File: src/rtl/mips_isa_pkg.sv
// Shared MIPS ISA constants for the instruction encoder and the main control decoder.
package mips_isa_pkg;

    localparam int unsigned INSTR_W = 32;
    localparam int unsigned KIND_W  = 2;

    localparam logic [5:0] OP_RTYPE = 6'b000000;
    localparam logic [5:0] OP_LW    = 6'b100011;
    localparam logic [5:0] OP_SW    = 6'b101011;
    localparam logic [5:0] OP_BEQ   = 6'b000100;

    localparam logic [KIND_W-1:0] KIND_R   = 2'd0;
    localparam logic [KIND_W-1:0] KIND_LW  = 2'd1;
    localparam logic [KIND_W-1:0] KIND_SW  = 2'd2;
    localparam logic [KIND_W-1:0] KIND_BEQ = 2'd3;

    typedef struct packed {
        logic [KIND_W-1:0] kind;
        logic [4:0]        rs;
        logic [4:0]        rt;
        logic [4:0]        rd;
        logic [4:0]        shamt;
        logic [5:0]        funct;
        logic [15:0]       imm;
    } instr_fields_t;

endpackage

File: src/rtl/instr_field_packer.sv
// Packs decoded instruction fields into a 32-bit MIPS machine word (combinational).
module instr_field_packer
    import mips_isa_pkg::*;
(
    input  instr_fields_t        fields,
    output logic [INSTR_W-1:0]   word_c
);

    always_comb begin
        word_c = '0;
        case (fields.kind)
            KIND_R:   word_c = {OP_RTYPE, fields.rs, fields.rt, fields.rd, fields.shamt, fields.funct};
            KIND_LW:  word_c = {OP_LW,    fields.rs, fields.rt, fields.imm};
            KIND_SW:  word_c = {OP_SW,    fields.rs, fields.rt, fields.imm};
            KIND_BEQ: word_c = {OP_BEQ,   fields.rs, fields.rt, fields.imm};
            default:  word_c = '0;
        endcase
    end

endmodule

File: src/rtl/instr_encode_loader.sv
// Encodes field tuples into MIPS words and writes them sequentially into instruction memory.
module instr_encode_loader
    import mips_isa_pkg::*;
#(
    parameter int unsigned ADDR_W    = 8,
    parameter int unsigned DEPTH     = 256,
    parameter int unsigned BASE_ADDR = 0
) (
    input  logic              clk,
    input  logic              rst_n,
    input  logic              start,
    input  logic              finish,
    input  logic              in_valid,
    output logic              in_ready,
    input  logic [1:0]        in_kind,
    input  logic [4:0]        in_rs,
    input  logic [4:0]        in_rt,
    input  logic [4:0]        in_rd,
    input  logic [4:0]        in_shamt,
    input  logic [5:0]        in_funct,
    input  logic [15:0]       in_imm,
    output logic              imemWe,
    output logic [ADDR_W-1:0] imemAddr,
    output logic [31:0]       imemData,
    output logic [ADDR_W:0]   wordCount,
    output logic              busy,
    output logic              full,
    output logic              done
);

    localparam int unsigned CNT_W = ADDR_W + 1;
    localparam logic [CNT_W-1:0]  DEPTH_CNT = CNT_W'(DEPTH);
    localparam logic [ADDR_W-1:0] BASE      = ADDR_W'(BASE_ADDR);

    localparam logic [1:0] S_IDLE = 2'd0;
    localparam logic [1:0] S_LOAD = 2'd1;
    localparam logic [1:0] S_FULL = 2'd2;
    localparam logic [1:0] S_DONE = 2'd3;

    logic [1:0]         state, state_n;
    logic [CNT_W-1:0]   acc_cnt, acc_n;
    logic               fin_pend, fin_n;
    logic               ready_n, we_n, full_n, busy_n, done_n;
    logic [ADDR_W-1:0]  addr_n;
    logic [31:0]        data_n;
    logic [CNT_W-1:0]   wc_n;
    logic               accept;
    logic [31:0]        packed_word_c;
    instr_fields_t      fields;

    assign fields = {in_kind, in_rs, in_rt, in_rd, in_shamt, in_funct, in_imm};
    assign accept = in_valid && in_ready;

    instr_field_packer u_packer (
        .fields (fields),
        .word_c (packed_word_c)
    );

    // Next-state and registered-output logic
    always_comb begin
        state_n = state;
        acc_n   = acc_cnt;
        fin_n   = fin_pend;
        we_n    = 1'b0;
        addr_n  = imemAddr;
        data_n  = imemData;
        wc_n    = wordCount + CNT_W'(imemWe);
        full_n  = full;

        case (state)
            S_IDLE, S_DONE: begin
                if (start) begin
                    state_n = S_LOAD;
                    acc_n   = '0;
                    wc_n    = '0;
                    fin_n   = 1'b0;
                    full_n  = 1'b0;
                end
            end
            S_LOAD: begin
                if (accept) begin
                    acc_n  = acc_cnt + CNT_W'(1);
                    we_n   = 1'b1;
                    addr_n = BASE + acc_cnt[ADDR_W-1:0];
                    data_n = packed_word_c;
                end
                // A finish that arrived with an accept closes the program after that write lands
                if (fin_pend) begin
                    state_n = S_DONE;
                    fin_n   = 1'b0;
                end else if (accept && ((acc_cnt + CNT_W'(1)) == DEPTH_CNT)) begin
                    full_n = 1'b1;
                    if (finish) fin_n = 1'b1;
                    else        state_n = S_FULL;
                end else if (finish) begin
                    if (accept) fin_n = 1'b1;
                    else        state_n = S_DONE;
                end
            end
            S_FULL: begin
                if (finish) state_n = S_DONE;
            end
            default: state_n = S_IDLE;
        endcase

        ready_n = (state_n == S_LOAD) && !fin_n && (acc_n < DEPTH_CNT);
        busy_n  = (state_n == S_LOAD) || (state_n == S_FULL);
        done_n  = (state_n == S_DONE);
    end

    always_ff @(posedge clk or negedge rst_n) begin
        if (!rst_n) begin
            state     <= S_IDLE;
            acc_cnt   <= '0;
            fin_pend  <= 1'b0;
            in_ready  <= 1'b0;
            imemWe    <= 1'b0;
            imemAddr  <= BASE;
            imemData  <= '0;
            wordCount <= '0;
            busy      <= 1'b0;
            full      <= 1'b0;
            done      <= 1'b0;
        end else begin
            state     <= state_n;
            acc_cnt   <= acc_n;
            fin_pend  <= fin_n;
            in_ready  <= ready_n;
            imemWe    <= we_n;
            imemAddr  <= addr_n;
            imemData  <= data_n;
            wordCount <= wc_n;
            busy      <= busy_n;
            full      <= full_n;
            done      <= done_n;
        end
    end

endmodule

File: config.mk
export PLATFORM = sky130hd
export DESIGN_NAME = instr_encode_loader
export DESIGN_NICKNAME = d
export VERILOG_FILES = /design/src/rtl/mips_isa_pkg.sv /design/src/rtl/instr_field_packer.sv /design/src/rtl/instr_encode_loader.sv
export SDC_FILE = /design/constraint.sdc
export NUM_CORES = 1
export LEC_CHECK = 0
export CAP_MARGIN = 15
export CORE_MARGIN = 2
export CORE_UTILIZATION = 35
export CTS_CLUSTER_SIZE = 10
export DETAILED_ROUTE_END_ITERATION = 10
export PLACE_DENSITY = 0.65
export SLEW_MARGIN = 40
export SYNTH_ARGS = -nofsm -noshare
export SYNTH_HDL_FRONTEND = slang
export SYNTH_SLANG_ARGS = --single-unit
File: constraint.sdc
create_clock -name clk -period 6.2 [get_ports clk]
set_input_delay 1.24 -clock clk [delete_from_list [all_inputs] [get_ports clk]]
set_output_delay 1.24 -clock clk [all_outputs]
set_load 0.03 [all_outputs]
# Word-level counts from Yosys, hierarchy flattened
# Cells that the tools add are included.
dict set report word_totals {
  wordCells 65
  inputBits 49
  reg_bits 66
}
dict set report classes {
  reduce_logical 12
  add_sub_neg 2
  mux 26
  order_cmp 1
  n_eq_ne 13
}
# cell count
set ops {}
lappend ops {{one-hot mux 32 bit (4 select lines)} 1}
lappend ops {{two-way mux 9 bit} 4}
lappend ops {{one-hot mux 9 bit (2 select lines)} 1}
lappend ops {{two-way mux 2 bit} 7}
lappend ops {{== test 2 bit (second input constant)} 6}
lappend ops {{two-way mux 1 bit} 10}
lappend ops {{adder 9 x 1 -> 9 bit} 1}
lappend ops {{adder 9 x 1 -> 9 bit (second input constant)} 1}
lappend ops {{== test 9 bit (second input constant)} 1}
lappend ops {{less-than comparator 9 bit (second input constant)} 1}
lappend ops {{== test 2 x 1 -> 1 bit (second input constant)} 3}
lappend ops {{inequality test 2 bit (second input constant)} 3}
lappend ops {{one-hot mux 2 bit (3 select lines)} 1}
lappend ops {{logical AND 1 bit} 4}
lappend ops {{zero test 2 bit} 2}
lappend ops {{one-hot mux 1 bit (2 select lines)} 2}
lappend ops {{AND reduction 4 bit} 1}
lappend ops {{AND reduction 2 bit} 1}
lappend ops {{nonzero test 2 bit} 1}
lappend ops {{OR reduction 2 bit} 1}
lappend ops {{zero test 1 bit} 1}
lappend ops {{logical OR 1 bit} 1}

# Logic depth before layout (Yosys ltp)
dict set report depth {
  ltp_word 9
  ltp_mapped 9
  ltp_nobuf 9
}

# Modules after synthesis
# A second synthesis with hierarchy kept.
dict set report unflattened {
  hier_cells 311
  area_unflattened_um2 3349.5
}
# mod cells_per_inst area_each_um2 instances
set by_module_without_submodules {}
lappend by_module_without_submodules {instr_encode_loader 238 2932.8 1}
lappend by_module_without_submodules {instr_field_packer 73 416.6 1}

# Least setup slack after synthesis
# Ideal clock, no wire load.
dict set report synth_timing {
  kind {in2reg}
  from {input port finish}
  to {register in_ready}
  setup_slack_ns 3.682
  path_buffers 0
  cell_stages 7
  required_ns 6.089
  t_arrival_ns 2.407
  setup_ns 0.111
  path_cell_list {a21boi_0 > o32a_1 > o21a_1 > a31oi_1 > ha_1 > inv_1 > a2111oi_2}
}
dict set report synth_between {
  elab_chain_cells 7
  word_cells_on_any_way 15
  cone_classes {eq/ne (1); mux (11); reduce/logical (3)}
}
# item line_no
set synth_lines {}
lappend synth_lines {{start: declaration} instr_encode_loader.sv:12} ;# input logic finish,
lappend synth_lines {{two-way mux 2 bit, or another cell as far along} instr_encode_loader.sv:95} ;# end else if (finish) begin
lappend synth_lines {{two-way mux 2 bit or two-way mux 1 bit (tied branches)} instr_encode_loader.sv:91} ;# end else if (accept && ((acc_cnt + CNT_W'(1)) == DEPTH_CNT)) begin
lappend synth_lines {{two-way mux 2 bit or two-way mux 1 bit (tied branches)} instr_encode_loader.sv:88} ;# if (fin_pend) begin
lappend synth_lines {{one-hot mux 2 bit (3 select lines) or one-hot mux 1 bit (2 select lines) (tied branches)} instr_encode_loader.sv:70} ;# case (state)
lappend synth_lines {{== test 2 x 1 -> 1 bit or zero test 1 bit (tied branches)} instr_encode_loader.sv:106} ;# ready_n = (state_n == S_LOAD) && !fin_n && (acc_n < DEPTH_CNT);
lappend synth_lines {{logical AND 1 bit (*) (2 in series)} instr_encode_loader.sv:106}
lappend synth_lines {{net ready_n} instr_encode_loader.sv:43} ;# logic ready_n, we_n, full_n, busy_n, done_n;
lappend synth_lines {{end signal: assignment} instr_encode_loader.sv:128} ;# in_ready <= ready_n;
lappend synth_lines {{end: declaration} instr_encode_loader.sv:14} ;# output logic in_ready,
# Mark *: on every way through the listed nets, which the timed path passes. The rest lies on a longest branch.
# A chain may end at the register's enable or synchronous reset.

# Final worst setup path
dict set report layout_timing {
  from {input port in_kind[0]}
  to {register imemData[1]}
}
dict set report layout_between {
  elab_chain_cells 2
  word_cells_on_any_way 5
  cone_classes {eq/ne (3); mux (1); reduce/logical (1)}
}
# item line_no
set layout_lines {}
lappend layout_lines {{start: declaration} instr_encode_loader.sv:15} ;# input logic [1:0] in_kind,
lappend layout_lines {{== test 2 bit, or another cell as far along} instr_field_packer.sv:11} ;# case (fields.kind)
lappend layout_lines {{one-hot mux 32 bit (4 select lines) (*)} instr_field_packer.sv:11}
lappend layout_lines {{end signal: assignment} instr_encode_loader.sv:131} ;# imemData <= data_n;
lappend layout_lines {{end: declaration} instr_encode_loader.sv:24} ;# output logic [31:0] imemData,
# Mark *: on every way between the ends. The rest lies on a longest branch, timed or not. The select of a mux whose other input is x is not followed.

==> results.py <==
metrics = {
    "status": {
        "status": "completed",
    },
    "clock_network": {
        "cts_made_buffers": 9,
        "cts.sinks": 63,
        "cts_tree": "built",
        "cts.path.max_buffers": 2,
        "insertion_delay_ps": 330,
        "cts_setup_buffers": 0,
        "cts_resized": 0,
        "htreeDepth": 3,
        "clk_pin_slew_ps": 70,
        "holdBufCountCts": 0,
        "clockRootBuffer": "clkbuf_8",
    },
    "layout": {
        "num_antenna_cells": 0,
        "seqCellArea_mm2": 0.00158,
        "final_nets": 483,
        "final_common_cell": "clkdlybuf4s50_1",
        "final_cells": 532,
        "multi_input_area_mm2": 0.00138,
        "drive_gt1_frac": 0.0755,
        "area_growth_pct": 41.3,
        "nFillCells": 824,
        "layout_common_cells": "clkdlybuf4s50_1, nand2_1, dfrtp_1",
    },
    "logic_synthesis": {
        "synth_area_mm2": 0.00308,
        "synth-edff-count": 0,
        "synth_largest_area_cell": "dfrtp_1",
        "yosysSeqAreaShare": 0.511,
        "syn-num-nets": 390,
        "syn_inst": 326,
        "ys_types": 52,
        "ys.flop_type": "dfrtp_1",
        "synth_seq_cells": 63,
        "avgSynthCellArea_um2": 9.46,
        "ys_warn_count": 0,
        "synth-async-reset-ratio": 1.00,
        "synth_area_leaders": "dfrtp_1, nand2_1, ha_1",
        "netlist.area_leader.share": 0.511,
    },
    "floorplanning": {
        "die_w_um": 97.9,
        "start_util": 0.357,
        "dieArea_mm2": 0.00958,
        "io_pins": 103,
        "core-area_mm2": 0.00864,
        "chipHeight_um": 97.9,
        "rows": 34,
    },
    "sta": {
        "worst_pin_slew_ps": 664,
        "rsz0062_at_grt": "no",
        "finalHoldViolCount": 0,
        "drv_slew": 0,
        "period_share": 0.489,
        "slew_headroom": 0.557,
        "setup_ws_ps": 3170,
        "fin_crit_ps": 3030,
        "finClkSkew_ps": 9.52,
        "tns_ps": 0,
        "fmax_mhz": 330,
        "finalSetupViolations": 0,
    },
    "place": {
        "dp_slack_ps": 2830,
        "gp_congestion": 0.803,
        "io_buffers": 101,
        "numPlacedInstances": 516,
        "post-dp-hpwl_um": 5150,
    },
    "worst_setup_path": {
        "max_stage_delay_ps": 630,
        "startpoint_type": "primary input",
        "crit_end": "imemData[1]",
        "crit_chain": "clkdlybuf4s50_1, inv_1, ha_1, nor2_2, a221oi_1, nor2_1",
        "required_ps": 6450,
        "critPathCaptureType": "flip-flop",
        "rrSetupSlack_ps": 3730,
        "worstPathMaxFanout": 17,
        "timing.rr.end": "in_ready",
        "slowest_stage": "nor2_2",
        "r2r_cells": 8,
        "crit_start": "in_kind[0]",
        "arrival_ps": 3280,
        "critical_path_class": "primary input to flip-flop",
        "worstReg2RegStart": "acc_cnt[1]",
    },
    "job": {
        "drv_cap": 0,
    },
    "route": {
        "first_pass_iters": 4,
        "wire_per_inst_um": 13.7,
        "vias": 2670,
        "remaining_drc_errors": 0,
        "drt-total-wl_um": 7300,
        "viasPerCell": 5.02,
        "drt.antenna.violating_nets": 0,
        "drt_iter0_markers": 132,
    },
    "global_routing": {
        "grt_pass1_vias": 2692,
        "grt_pass1_wl_um": 12500,
        "grt_max_degree": 64,
        "gr-total-overflow": 0,
        "antenna_found_initial": 0,
        "grt_use_total": 0.159,
    },
    "power": {
        "power_per_cell_area_mw_per_mm2": 433,
        "peakVddDrop_mv": 0.161,
        "leakagePower_nw": 1.95,
    },
    "min_path": {
        "hold_class": "flip-flop to flip-flop",
        "hp-start": "imemAddr[4]",
    },
}
[critical path: cells and delay by family]
kind            cells  cell delay, ps
simple gates        2             780
buf+inv             2             650
fa+ha+maj           1             440
compound gates      1             170
[final cells by class]
cell class	count	area share
Clock inverter	7	0.0169
Sequential cell	63	0.362
Inverter	10	0.00862
Clock buffer	9	0.0284
Tap cell	108	0.0310
Multi-Input combinational cell	232	0.318
Timing Repair Buffer	103	0.235
[state kept, by name, indices dropped and copies added, names as in the netlist, 2 cells and up]
signal     cells
imemData      29
state          2
acc_cnt        9
imemAddr       8
wordCount      9
[worst min path at each step]
| stage | endpoint | slack [ps] | depth (start not counted) |
|---|---|---|---|
| after detailed placement | imemAddr[4] | 460 | 2 |
| after CTS | imemAddr[4] | 480 | 2 |
| after global routing | imemData[29] | 510 | 2 |
| after global placement | imemData[17] | 460 | 2 |
| after floorplan | in_ready | 490 | 1 |
| final | imemAddr[4] | 480 | 2 |
[report_power, final]
part | internal [mW] | switching (mW) | leakage [nW]
Sequential | 0.537 | 0.0851 | 0.811
Combinational | 0.377 | 0.532 | 1.04
Clock | 0.186 | 0.169 | 0.0992
[routing by layer]
layer / track usage / share of wire / routed length, um
met5: 0 / 0 / 0
met4: 0.0673 / 0.014 / 100
met3: 0.0329 / 0.043 / 315
met2: 0.270 / 0.49 / 3580
met1: 0.197 / 0.45 / 3300
[per-stage QoR]
| step | hold slack (ps) | cell area (um2) | power, mW | util |
|---|---|---|---|---|
| floorplan | 487 | 3080 | 1.19 | - |
| global placement | 459 | 4140 | 1.52 | 0.479 |
| detailed placement | 463 | 4150 | 1.55 | 0.481 |
| CTS | 481 | 4350 | 1.91 | 0.504 |
| global route | 507 | 4360 | 2.01 | 0.504 |
| finish | 477 | 4360 | 1.89 | 0.504 |
[cells by family (layout without fill, tap and decap cells)]
logic type / count (synthesis) / after routing / synth area share
other cells: 1 / 1 / 0.00122
mux: 3 / 3 / 0.0101
xor+xnor: 5 / 5 / 0.0142
compound gates: 59 / 59 / 0.142
flops: 63 / 63 / 0.511
simple gates: 149 / 149 / 0.213
fa+ha+maj: 15 / 15 / 0.0609
buf+inv: 31 / 129 / 0.0463
[synth_stat cells (all sizes together), types with 4 or more instances]
| cell type | number |
|---|---|
| a21oi | 7 |
| a221oi | 16 |
| buf | 6 |
| clkbuf | 15 |
| dfrtp | 63 |
| ha | 15 |
| inv | 10 |
| nand2 | 72 |
| nand3 | 10 |
| nor2 | 40 |
| nor3 | 5 |
| o21ai | 13 |
| or3 | 4 |
Note: power is estimated with default switching activity, not from simulation.
==> patch 1 (same flow settings) <==
Register the output `wordCount` once more, with the module's reset; this adds one clock of latency there. The other outputs are not delayed to match.
--- a/src/rtl/instr_encode_loader.sv
+++ b/src/rtl/instr_encode_loader.sv
@@ -38,4 +38,6 @@
     localparam logic [1:0] S_DONE = 2'd3;
 
+    logic [ADDR_W:0] wordCount_s0;
+
     logic [1:0]         state, state_n;
     logic [CNT_W-1:0]   acc_cnt, acc_n;
@@ -65,5 +67,5 @@
         addr_n  = imemAddr;
         data_n  = imemData;
-        wc_n    = wordCount + CNT_W'(imemWe);
+        wc_n    = wordCount_s0 + CNT_W'(imemWe);
         full_n  = full;
 
@@ -118,5 +120,5 @@
             imemAddr  <= BASE;
             imemData  <= '0;
-            wordCount <= '0;
+            wordCount_s0 <= '0;
             busy      <= 1'b0;
             full      <= 1'b0;
@@ -130,5 +132,5 @@
             imemAddr  <= addr_n;
             imemData  <= data_n;
-            wordCount <= wc_n;
+            wordCount_s0 <= wc_n;
             busy      <= busy_n;
             full      <= full_n;
@@ -137,4 +139,12 @@
     end
 
+    always_ff @(posedge clk or negedge rst_n) begin
+        if (!rst_n) begin
+            wordCount <= '0;
+        end else begin
+            wordCount <= wordCount_s0;
+        end
+    end
+
 endmodule
 
Function: changed (a bounded check fails within 4 cycles, from zero or initial values and one cycle with rst_n low).
==> patch 1 against the original RTL <==
Non-clock buffer count stayed put; highest routed layer unchanged; worst setup slack worse by 0.042 ns; wire length is 0.44% lower; largest power group unchanged; synthesized cell count is 8.3% lower; cell area is 5.0% higher; critical endpoint is now imemData[8]; power is 2.4% lower; sequential cell count is 9 higher; first-iteration DRC count is 16% lower; global-route usage is 0.97 points lower; area after synthesis is 6.5% higher.
==> patch 1: results (changes against the original RTL) <==
Top reg by flops=imemData; clock buffer depth=2 (unchanged); Placement Cell Area=4370 sq um (+5.2%); max reg flops=29 (unchanged); largest net degree at the start of global routing=73 (+14%); Syn Nets=363 (-6.9%); cts repair resizes=0 (unchanged); HPWL Detailed=5220 um (+1.4%); Worst Skew=0.00772 ns (-0.00181 ns); share of cells above drive strength 1=12.5% (+4.9 points); worst-case reg-to-reg path depth=8 (unchanged); Synth Warn #=0 (unchanged); Inserted Clock Buffers=9 (unchanged); worst hold path depth=0 (-2); Port-buffer cells=101 (unchanged); synth cell count leaders=dfrtp_1, nand2_1, o21ai_0, mux2_2, nor2_1; Post-CTS Setup Bufs=0 (unchanged); max-slew headroom at the worst pin=54.1% (-1.6 points); DRT Wirelength=7260 um (-0.44%); Setup TNS Final=0 ns (unchanged); global placer's final weighted congestion=0.814 (+1.4%); clk slew on worst S/H paths=approximately 0.08 ns; first-iteration detailed-routing DRC count=111 (-16%); status=completed; Crit Path Max Fanout=17 (unchanged); GRT Overall Usage=14.9% (-0.97 points); initial antenna violation count=0 (unchanged); WP data arrival=3.33 ns (+0.05 ns); Synth cell types=42 (-19%); sequential share of the synthesized area=54.9% (+3.7 points); DR pass1 iterations=4 (unchanged); global-route wire length before repair=11900 um (-4.8%); nets@finish=460 (-4.8%); number of global-route vias before repair=2456 (-8.8%); P_leak=0.00201 uW (+2.8%); # diodes=0 (unchanged); worst vdd ir=0.000158 V (-1.9%); H-tree Lvls=3 (unchanged); fraction of registers with async set/reset=100% (unchanged); root buf cell=clkbuf_8; reg2reg setup slack=3.80 ns (+0.07 ns); worst hold path class=reg2reg; CP max stage cell=nor2_2; Worst-Skew Late Latency=0.34 ns; Area contributors post-synth=dfrtp_1, mux2_2, ha_1; Top delay family on crit path=simple AND/OR/NAND/NOR gates; Max stage delay on crit path=0.64 ns; vias per cell=4.94 (-1.7%); Min Hold Slack=0.383 ns (-0.0940 ns)
patch 1: changes by cell type after synthesis, sizes merged, moves of 4 or more:
cell    before  now
nand2       72   36
nor2        40   17
o21ai       13   34
mux2         1   20
a221oi      16    0
a22oi        0   16
dfrtp       63   72
clkbuf      15   11
patch 1: cell type report:
cell class	instances	area, sq um
flip-flops and latches	72	1800
repair buffers	103	1020
clock inverters	7	77.6
well taps	111	139
fillers	817	4580
multi-input cells	202	1380
clock buffers	9	124
inverters	8	30.0
patch 1: worst paths after layout:
check,start,end
max in group asynchronous,rst_n,wordCount[0]
worst max-delay path,in_kind[0],imemData[8]
worst min register to register,wordCount_s0[0],wordCount[0]
min in group asynchronous,rst_n,imemData[11]
worst min-delay path,wordCount_s0[0],wordCount[0]
worst max register to register,acc_cnt[0],busy
patch 1: per-stage QoR:
step	util [%]	setup slack, ns	power (uW)	std cells
after floorplan	-	3.68	1160	299
after global placement	47.7	2.60	1460	496
after detailed placement	47.8	2.73	1480	496
after CTS	50.0	3.08	1860	512
after global routing	50.0	2.87	1960	512
final	50.0	3.13	1840	512
patch 1: per-layer routing:
layer  vias to the layer above  track usage, %  routed length, um
met5                         -               0                  0
met4                         0            5.69                 99
met3                        10            4.51                470
met2                        82            23.5               3310
met1                      1196            19.4               3390
li1                       1239               -                  -
patch 1: cells by family (layout without fill, tap and decap cells):
group	count (synthesis)	count (layout)	share of synthesized area [%]
other	1	1	0.114
and+or+nand+nor	85	85	12.6
DFF	72	72	54.9
buffers and inverters	25	127	3.50
muxes	21	21	7.16
xor gates and xnor gates	8	8	2.13
AOI/OAI and AO/OA	72	72	13.9
adders and majority gates	15	15	5.71
patch 1: power breakdown:
| group | internal [uW] | switching (uW) |
|---|---|---|
| Combinational | 347 | 464 |
| Sequential | 584 | 68.0 |
| Clock | 190 | 187 |
==> patch 2 (config.mk and constraints unchanged) <==
Without the edit above. `DEPTH`: 256 -> 192.
--- a/src/rtl/instr_encode_loader.sv
+++ b/src/rtl/instr_encode_loader.sv
@@ -4,5 +4,5 @@
 #(
     parameter int unsigned ADDR_W    = 8,
-    parameter int unsigned DEPTH     = 256,
+    parameter int unsigned DEPTH     = 192,
     parameter int unsigned BASE_ADDR = 0
 ) (
Check against the original RTL: no difference found for any inputs over 4 cycles, from zero or initial values and one cycle with rst_n low; that may be too few to reach the edited logic, so the function may still have changed.
==> patch 2 against the original RTL <==
Area after synthesis is 2.9% higher; fmax is 1.2% higher; sequential share of layout area fell by 0.57 points; power fell by 0.21%; global-route usage grew 0.39 points; sequential power down 2%; die area rose by 2.8%; worst setup slack better by 0.036 ns; sequential cell count unchanged; wire length is 8.9% higher; first-iteration DRC count decreased by 3.8%; cell area rose by 1.6%; non-clock buffer count grew 1.
==> patch 2: results (changes against the original RTL) <==
Syn Nets=398 (+2.1%); Seq power=607 uW (-2%); xor/xnor share of the synthesized area=2.80% (+1.4 points); first-iteration detailed-routing DRC count=127 (-3.8%); Synth cell types=53 (+1.9%); wire length on met1=3780 um (+15%); final cell count without fillers=542 (+1.9%); Place WS=2.90 ns (+0.0742 ns); global placer's final weighted congestion=0.806 (+0.37%); status=completed; share of cells above drive strength 1=8.06% (+0.52 points); placed insts=527 (+2.1%); DR WL met3=449 um (+43%); Synth Area in Compound Gates=13.8% (-0.48 points); P_leak=0.00198 uW (+1.2%); Global Route met1 Usage=22.7% (+2.9 points); met2 wire length=3640 um (+1.6%); Area contributors post-synth=dfrtp_1, nand2_1, ha_1; Worst Skew=0.00726 ns (-0.00226 ns); routed vias=2713 (+1.6%); Comb. pwr=912 uW (about the same); HPWL Detailed=5510 um (+7.2%); Avg WL per Cell=14.7 um (+6.9%); Synth Instances=335 (+2.8%); max-slew headroom at the worst pin=56.0% (+0.36 points); Placement Cell Area=4220 sq um (+1.7%); Net Switching=777 uW (-1.1%); sw frac=41.3% (-0.39 points); worst vdd ir=0.000250 V (+55%); sequential share of the synthesized area=49.7% (-1.4 points); multiplexer area fraction after synthesis=0.316% (-0.70 points); GR Util met3=3.65% (+0.36 points); Synth Area in Adders=5.52% (-0.56 points)
## patch 2: cell count changes after synthesis, moves of 3 or more
cell and delta:
clkbuf_1 -8, nand2_1 +6, buf_2 +4, a21oi_1 +3, nor2_1 +3, nor4_1 -3
o21ai_1 +3
## patch 2: cell type report
class,count,area [sq um]
Multi-Input combinational cell,243,1450
Tap cell,108,135
Clock buffer,12,155
Fill cell,831,4340
Clock inverter,3,42.5
Sequential cell,63,1580
Inverter,9,33.8
Timing Repair Buffer,104,1030
## patch 2: worst paths after layout
check / end / slack [ns] / cells after the start / from
worst min-delay path: imemData[25] / 0.47 / 2 / imemData[25]
worst min register to register: imemData[25] / 0.47 / 2 / imemData[25]
worst max register to register: in_ready / 3.81 / 9 / acc_cnt[0]
max in group asynchronous: imemData[8] / 4.78 / 2 / rst_n
min in group asynchronous: wordCount[6] / 0.98 / 2 / rst_n
worst max-delay path: imemData[5] / 3.21 / 6 / in_kind[1]
